===== config.mk =====
export PLATFORM = sky130hd
export DESIGN_NAME = credit_tx_stage_flat
export DESIGN_NICKNAME = d
export VERILOG_FILES = /design/src/rtl/credit_tx_if.sv /design/src/rtl/credit_tx_stage.sv /design/src/flat_wrapper.sv
export SDC_FILE = /design/constraint.sdc
export NUM_CORES = 1
export LEC_CHECK = 0
export BUFFER_PORTS_ARGS = -buffer_cell sky130_fd_sc_hd__buf_4
export CAP_MARGIN = 10
export CORE_UTILIZATION = 32
export CTS_BUF_LIST = sky130_fd_sc_hd__clkbuf_8
export CTS_CLUSTER_SIZE = 25
export DETAILED_ROUTE_END_ITERATION = 8
export GPL_ROUTABILITY_DRIVEN = 0
export PLACE_DENSITY = 0.53
export SLEW_MARGIN = 20
export SYNTH_ARGS = -nofsm -noshare
export SYNTH_HDL_FRONTEND = slang
export SYNTH_SLANG_ARGS = --single-unit
export TNS_END_PERCENT = 30

===== constraint.sdc =====
create_clock -name clk -period 3.25 [get_ports clk]
set_clock_uncertainty 0.15 [all_clocks]
set_input_delay 0.4875 -clock clk [delete_from_list [all_inputs] [get_ports clk]]
set_output_delay 0.4875 -clock clk [all_outputs]
set_load 0.01 [all_outputs]

===== src/rtl/credit_tx_if.sv =====
// credit_tx_if: bundles the producer valid/ready handshake and the downstream
// FIFO write/credit path of credit_tx_stage.
//   in_data/in_valid/in_ready : producer -> stage handshake
//   wr_data/wr_valid          : stage -> FIFO write side
//   wr_credit                 : FIFO -> stage credit return pulse
// Modports: master = the stage's view, slave = the environment's view.
interface credit_tx_if #(
    parameter int DATA_W = 8
);
    logic [DATA_W-1:0] in_data;
    logic              in_valid;
    logic              in_ready;
    logic [DATA_W-1:0] wr_data;
    logic              wr_valid;
    logic              wr_credit;

    modport master (
        input  in_data, in_valid, wr_credit,
        output in_ready, wr_data, wr_valid
    );

    modport slave (
        output in_data, in_valid, wr_credit,
        input  in_ready, wr_data, wr_valid
    );
endinterface


===== src/rtl/credit_tx_stage.sv =====
// credit_tx_stage: credit-based transmit stage feeding a DATA_W x CREDITS FIFO.
// Producer items land in a 2-entry skid buffer and are forwarded one per
// cycle only while a credit is held, so the downstream FIFO cannot overflow.
// A level flush_req drains the buffer and waits for all credits to return,
// then pulses flush_done.
// Ports:
//   clk, rstn   : clock, synchronous active-low reset
//   bus         : credit_tx_if.master (in_* handshake, wr_* write, wr_credit)
//   flush_req   : level drain request
//   flush_done  : one-cycle pulse when drain completes
//   credit_cnt  : credits currently held
//   idle        : buffer empty and all credits home (0 during INIT)
//   credit_err  : only with CREDIT_TX_OVERFLOW_CHK_EN defined; sticky flag for
//                 a credit returned while already holding CREDITS
module credit_tx_stage #(
    parameter int DATA_W  = 8,
    parameter int CREDITS = 16,
    parameter int CNT_W   = 5
) (
    input  logic             clk,
    input  logic             rstn,
    credit_tx_if.master      bus,
    input  logic             flush_req,
    output logic             flush_done,
    output logic [CNT_W-1:0] credit_cnt,
    output logic             idle
`ifdef CREDIT_TX_OVERFLOW_CHK_EN
    ,
    output logic             credit_err
`endif
);

    typedef enum logic [1:0] {INIT, RUN, FLUSH} state_t;

    state_t            state, state_nxt;
    logic [DATA_W-1:0] buf0, buf1;      // buf0 is the head
    logic [1:0]        count;
    logic              in_ready_c;
    logic              send_en;
    logic              done_nxt;
    logic              push, pop;
    logic [DATA_W-1:0] wr_data_q;
    logic              wr_valid_q;
    logic [CNT_W:0]    cred_sum;
    logic [CNT_W-1:0]  cred_nxt;

    always_comb begin
        state_nxt  = state;
        in_ready_c = 1'b0;
        send_en    = 1'b0;
        done_nxt   = 1'b0;
        case (state)
            INIT: state_nxt = RUN;
            RUN: begin
                // ready depends only on occupancy, not on a same-cycle pop
                in_ready_c = (count < 2'd2);
                send_en    = 1'b1;
                if (flush_req) state_nxt = FLUSH;
            end
            FLUSH: begin
                send_en = 1'b1;
                if (count == 2'd0 && credit_cnt == CNT_W'(CREDITS)) begin
                    state_nxt = RUN;
                    done_nxt  = 1'b1;
                end
            end
            default: state_nxt = INIT;
        endcase
    end

    assign push = bus.in_valid && in_ready_c;
    assign pop  = send_en && (count != 2'd0) && (credit_cnt != '0);

    // One extra bit so a return at CREDITS can be seen and saturated.
    // pop implies credit_cnt > 0, so the subtraction cannot wrap.
    assign cred_sum = {1'b0, credit_cnt} + (CNT_W+1)'(bus.wr_credit) - (CNT_W+1)'(pop);
    assign cred_nxt = (cred_sum > (CNT_W+1)'(CREDITS)) ? CNT_W'(CREDITS)
                                                       : cred_sum[CNT_W-1:0];

    always_ff @(posedge clk) begin
        if (!rstn) begin
            state      <= INIT;
            count      <= 2'd0;
            buf0       <= '0;
            buf1       <= '0;
            credit_cnt <= '0;
            wr_valid_q <= 1'b0;
            wr_data_q  <= '0;
            flush_done <= 1'b0;
        end else begin
            state      <= state_nxt;
            flush_done <= done_nxt;
            wr_valid_q <= pop;
            if (pop) wr_data_q <= buf0;
            // INIT loads the full budget and ignores any stray return
            credit_cnt <= (state == INIT) ? CNT_W'(CREDITS) : cred_nxt;
            case ({push, pop})
                2'b10: begin
                    if (count == 2'd0) buf0 <= bus.in_data;
                    else               buf1 <= bus.in_data;
                    count <= count + 2'd1;
                end
                2'b01: begin
                    buf0  <= buf1;
                    count <= count - 2'd1;
                end
                2'b11: begin
                    // occupancy unchanged; new item goes behind what remains
                    if (count == 2'd1) begin
                        buf0 <= bus.in_data;
                    end else begin
                        buf0 <= buf1;
                        buf1 <= bus.in_data;
                    end
                end
                default: ;
            endcase
        end
    end

    assign bus.in_ready = in_ready_c;
    assign bus.wr_valid = wr_valid_q;
    assign bus.wr_data  = wr_data_q;
    assign idle = (state != INIT) && (count == 2'd0) && (credit_cnt == CNT_W'(CREDITS));

`ifdef CREDIT_TX_OVERFLOW_CHK_EN
    // a return with the budget already full and nothing consumed this cycle
    always_ff @(posedge clk) begin
        if (!rstn)
            credit_err <= 1'b0;
        else if (state != INIT && bus.wr_credit && !pop && credit_cnt == CNT_W'(CREDITS))
            credit_err <= 1'b1;
    end
`endif

endmodule


===== src/flat_wrapper.sv =====
// flat-port wrapper written by rule: the top's interface ports become plain ports
module credit_tx_stage_flat 
#(
    parameter int DATA_W  = 8,
    parameter int CREDITS = 16,
    parameter int CNT_W   = 5
)
  (clk, rstn, flush_req, flush_done, credit_cnt, idle, bus_in_data, bus_in_valid, bus_wr_credit, bus_in_ready, bus_wr_data, bus_wr_valid);
  credit_tx_if #(.DATA_W(DATA_W)) bus_i ();
  input  logic clk;
  input  logic rstn;
  input  logic flush_req;
  output logic flush_done;
  output logic [CNT_W-1:0] credit_cnt;
  output logic idle;
  input wire logic [$bits(bus_i.in_data)-1:0] bus_in_data;
  input wire logic [$bits(bus_i.in_valid)-1:0] bus_in_valid;
  input wire logic [$bits(bus_i.wr_credit)-1:0] bus_wr_credit;
  output wire logic [$bits(bus_i.in_ready)-1:0] bus_in_ready;
  output wire logic [$bits(bus_i.wr_data)-1:0] bus_wr_data;
  output wire logic [$bits(bus_i.wr_valid)-1:0] bus_wr_valid;
  assign bus_i.in_data = bus_in_data;
  assign bus_i.in_valid = bus_in_valid;
  assign bus_i.wr_credit = bus_wr_credit;
  assign bus_in_ready = bus_i.in_ready;
  assign bus_wr_data = bus_i.wr_data;
  assign bus_wr_valid = bus_i.wr_valid;
  credit_tx_stage #(.DATA_W(DATA_W), .CREDITS(CREDITS), .CNT_W(CNT_W)) u_core (.clk(clk), .rstn(rstn), .bus(bus_i), .flush_req(flush_req), .flush_done(flush_done), .credit_cnt(credit_cnt), .idle(idle));
endmodule

# --- Word level (Yosys, flattened, before mapping) ---
# Cells that the tools add are included.
totals:
  elab_cells: 63
  input_bits: 13
  output_inout_bits: 17
  ff_bits: 35
op_classes:
  bitwise: 1
  n_mux: 15
  n_reduce_logical: 20
  magnitude_cmp: 2
  n_eq_ne: 12
  addsub: 4
ops:
  columns: ["operator", "n"]
  rows:
  - ["8-bit 2-to-1 mux", 4]
  - ["8-bit one-hot mux with 3 select lines", 1]
  - ["8-bit one-hot mux with 2 select lines", 1]
  - ["5-bit 2-to-1 mux", 2]
  - ["2-bit nonzero test", 4]
  - ["5-bit by 1-bit adder with 6-bit output", 1]
  - ["2-bit by 1-bit == test with 1-bit output (second input constant)", 3]
  - ["2-bit == test (second input constant)", 3]
  - ["6-bit by 5-bit greater-than comparator with 1-bit output (second input constant)", 1]
  - ["1-bit logical AND", 6]
  - ["2-bit inequality test (second input constant)", 3]
  - ["2-bit one-hot mux with 3 select lines", 1]
  - ["2-bit AND reduction", 3]
  - ["6-bit by 1-bit subtractor with 6-bit output", 1]
  - ["5-bit == test (second input constant)", 1]
  - ["5-bit nonzero test", 1]
  - ["2-bit zero test", 2]
  - ["2-bit 2-to-1 mux", 2]
  - ["2-bit by 1-bit inequality test with 1-bit output (second input constant)", 2]
  - ["2-bit one-hot mux with 2 select lines", 1]
  - ["1-bit 2-to-1 mux", 3]
  - ["3-bit AND reduction", 1]
  - ["3-bit nonzero test", 1]
  - ["3-bit OR reduction", 1]
  - ["5 further kinds", 5]

# --- Depth between registers and ports, before layout ---
depth:
  ltp_word: 9
  mapped_depth: 14
  mapped_depth_nobuf: 13

# --- Least setup slack after synthesis ---
# Ideal clock, no wire load.
synth_timing:
  path_kind: "register to register"
  start: "register u_core.state[0]"
  end: "register u_core.credit_cnt[2]"
  stages_incl_launch_ff: 15
  path_slack_ns: 0.146
  arrival_ns: 2.821
  t_required_ns: 2.967
  setup_ns: 0.133
  n_path_buf: 1
  path_cell_list: "dfxtp_1 inv_1 ha_1 inv_1 a311oi_2 buf_4 ha_1 inv_1 ha_1 fa_1 a21oi_1 o21ai_0 xnor2_1 o21ai_0 nor4_1"
synth_via:
  elab_chain_len: 8
  word_cells_on_any_way: 10
synth_lines:
  columns: ["item", "line", "rtl"]
  rows:
  - ["from (decl)", "credit_tx_stage.sv:35", "state_t state, state_nxt;"]
  - ["from (signal assigned)", "credit_tx_stage.sv:91", "state <= state_nxt;"]
  - ["2-bit by 1-bit == test with 1-bit output / 2-bit == test (equally long branches)", "credit_tx_stage.sv:52", "case (state)"]
  - ["2-bit OR reduction (no line) (*)", null, null]
  - ["1-bit 2-to-1 mux (*)", "credit_tx_stage.sv:52", null]
  - ["1-bit logical AND (*) (2 in a row)", "credit_tx_stage.sv:72", "assign pop = send_en && (count != 2'd0) && (credit_cnt != '0);"]
  - ["net u_core.pop", "credit_tx_stage.sv:41", "logic push, pop;"]
  - ["6-bit by 1-bit subtractor with 6-bit output (*)", "credit_tx_stage.sv:76", "assign cred_sum = {1'b0, credit_cnt} + (CNT_W+1)'(bus.wr_credit) - (CNT_W+1)'(pop);"]
  - ["6-bit by 5-bit greater-than comparator with 1-bit output", "credit_tx_stage.sv:77", "assign cred_nxt = (cred_sum > (CNT_W+1)'(CREDITS)) ? CNT_W'(CREDITS)"]
  - ["3-bit OR reduction (no line)", null, null]
  - ["to (signal assigned)", "credit_tx_stage.sv:96", "credit_cnt <= (state == INIT) ? CNT_W'(CREDITS) : cred_nxt;"]
  - ["to (decl)", "credit_tx_stage.sv:25", "output logic [CNT_W-1:0] credit_cnt,"]
# Mark *: on every way through the listed nets, which the timed path passes. The rest lies on a longest branch.
# A chain may end at the register's enable or synchronous reset.

# --- Worst setup path after layout ---
layout_timing:
  start: "register u_core.state[0]"
  end: "register u_core.credit_cnt[3]"
layout_via:
  elab_chain_len: 8
  word_cells_on_any_way: 10
layout_lines:
  columns: ["item", "line"]
  rows:
  - ["2-bit by 1-bit == test with 1-bit output / 2-bit == test (equally long branches)", "credit_tx_stage.sv:52"]
  - ["2-bit OR reduction (no line)", null]
  - ["1-bit 2-to-1 mux", "credit_tx_stage.sv:52"]
  - ["1-bit logical AND (2 in a row)", "credit_tx_stage.sv:72"]
  - ["6-bit by 1-bit subtractor with 6-bit output", "credit_tx_stage.sv:76"]
  - ["6-bit by 5-bit greater-than comparator with 1-bit output", "credit_tx_stage.sv:77"]
  - ["3-bit OR reduction (no line)", null]
# Parallel ways exist; a longest one is shown, timed or not.

==> reports/results.txt <==
Largest delay share family, worst path = adder cells
HP Start = bus_in_data[3]
synth unique cells = 35
gr ovfl total = 0
layout cells sized above 1 = 19.6%
root buffer cell = clkbuf_8
Final setup violation count = 0
pre-CTS WS = 219 ps
PD cells = 705 nW/um^2
commonest non-fill, non-tap cell in the layout = dfxtp_1
crit end category = flop
P_leak = 0.933 nW
Critical R2R Launch = u_core.state[0]
sequential share of the synthesized area = 39.5%
Final Max Slew Viols = 0
Syn. warnings = 0
final setup TNS = 0 ps
outcome = finished clean
Die X = 76.4 um
Nets = 250
Hold Buf Count CTS = 0
H-tree depth = 2
dpl cells = 281
Seq. cell area = 701 sq um
CP required = 3250 ps
Die ar. = 5840 sq um
slowest stage delay, CP = 410 ps
post-synth top area cell = dfxtp_1
RSZ-0062 raised after global routing = no
Syn Std Cell Area = 1770 sq um
critical path peak fanout = 5
WL final = 3.40 mm
Fillers = 534
crit path cell chain = inv_1 > ha_1 > inv_1 > a311oi_2 > ha_1 > inv_1 > ha_1 > fa_1 > a21oi_1 > o21ai_0 > xnor2_1 > o21ai_1 > nor4_1
Setup crit start kind = flop
# DRC = 0
top cells by area, synth = dfxtp_1 (40%), ha_1 (13%), mux2i_1 (9.6%)
core area = 5200 sq um
post-route cell area = 2180 sq um
DRT Pass-1 Iters = 4
Avg Inst Size Synth = 9.53 sq um
starting density of the core = 34.0%
clock net sink count = 35
syn_nets = 218
flops & latches, synth = 35
wire length per cell = 11.8 um
total CTS buffers = 5
WS Path Type = flop to flop
first-pass GRT wire length = 5.72 mm
Setup crit start = u_core.state[0]
worst skew pair latency = 280 ps
Data arrival, critical path = 2940 ps
number of max-cap violations = 0
DP Wirelength = 2.44 mm
CTS tree = built
worst hold-check path type = input pin to flop
clk buf depth = 2
Layout Utilization = 41.9%
overall routing resource usage = 12.5%
I/O Buffers = 29
Final min period = 2930 ps
worst vdd ir = 0.235 mV
post-route clock period utilization = 90.3%
area of the multi-input gates = 942 sq um
Syn-to-layout area delta = 23.0%
post-placement cell area = 2060 sq um
Die Y = 76.4 um
post-DR vias/cell = 4.47
ANT cells = 0
Tightest Pin Transition = 711 ps
final worst setup slack = 316 ps
initial antenna violation count = 0
vias in the first global route = 1238
Antenna Nets Post-Route = 0
Slew headroom = 52.5%
I/O pin count = 30
Yosys top cell area share = 39.5%
fmax = 341 MHz
final hold violations = 0
commonest cells after routing, fill and taps aside = dfxtp_1 (35), buf_4 (30), inv_1 (27)
cell count after synthesis = 186
CP max stage cell = dfxtp_1
largest net degree at the start of global routing = 28
Post-CTS Resized = 0
initial drt markers = 87
clock slew at reported path FFs = 70 ps
Post-CTS Setup Inserts = 0
worst path bufs/invs = 3
std cell rows = 26
fin cells = 289
via count = 1293
[path summary, 6_finish.rpt]
check	to	slack (ps)	cells past startpoint
worst max-delay path	u_core.credit_cnt[3]	320	13
worst min-delay path	u_core.buf0[3]	320	3
worst max register to register	u_core.credit_cnt[3]	320	13
worst min register to register	u_core.buf0[0]	330	2
[layer usage]
metal	wire, um	track usage, %	part of all wire (%)	vias to the layer above
li1	-	-	-	686
met1	1630	15.0	48	582
met2	1600	20.8	47	18
met3	109	3.47	3.2	7
met4	59	5.77	1.7	0
met5	0	0	0	-
[registers in the layout, summed over array words and instances, names as in the netlist]
register,count
u_core.flush_done,1
u_core.bus.wr_valid,1
u_core.buf0,8
u_core.state,2
u_core.credit_cnt,5
u_core.count,2
u_core.bus.wr_data,8
u_core.buf1,8
[layout make-up]
type	count	area share, %
Multi-Input combinational cell	118	43.3
Clock buffer	6	3.79
Inverter	28	4.82
Timing Repair Buffer	30	10.3
Sequential cell	35	32.2
Clock inverter	2	1.61
Tap cell	70	4.02
[per-stage QoR]
step | total power [mW] | hold WS (ps)
floorplan | 0.994 | 297
global placement | 1.15 | 309
detailed placement | 1.15 | 317
CTS | 1.55 | 316
global route | 1.66 | 316
finish | 1.54 | 319
[power by group]
group / internal (mW) / total, mW / switching, mW
sequential: 0.505 / 0.556 / 0.0505
clock: 0.248 / 0.404 / 0.156
combinational: 0.260 / 0.576 / 0.315
[worst min-delay path, cell delays in order]
cell     delay (ps)
buf_4           110
inv_1            40
o21ai_0          60
[logic make-up (layout without fill, tap and decap cells)]
kind of cell | Yosys count | count (layout) | synth area share, %
simple gates | 46 | 46 | 14.6
buf+inv | 33 | 66 | 7.27
xor+xnor | 5 | 5 | 2.47
flops | 35 | 35 | 39.5
fa+ha+maj | 19 | 19 | 13.8
mux | 17 | 17 | 9.60
compound gates | 31 | 31 | 12.6
[Yosys cell counts]
cell type  count
o21a_1         1
clkbuf_1       3
nor2_1         5
and4b_1        1
a211oi_2       1
a21oi_1        2
o2111a_1       1
buf_2          1
mux2i_1       17
and2_1         2
buf_4          1
o211a_1        2
xor2_1         1
xnor2_1        4
nor2b_1       21
inv_2          1
nand2b_1       1
fa_1           1
o21ai_0       11
o31ai_1        1
nor2_2         1
a21oi_2        1
nor3_1         1
nor4_1         4
or3_1          1
a22oi_1        8
nand3_1        1
dfxtp_1       35
a22o_1         1
inv_1         27
nand2_1        7
a311oi_2       1
nand4_1        1
ha_1          18
a21boi_1       1
No activity file was read; power rests on OpenSTA's default activity.
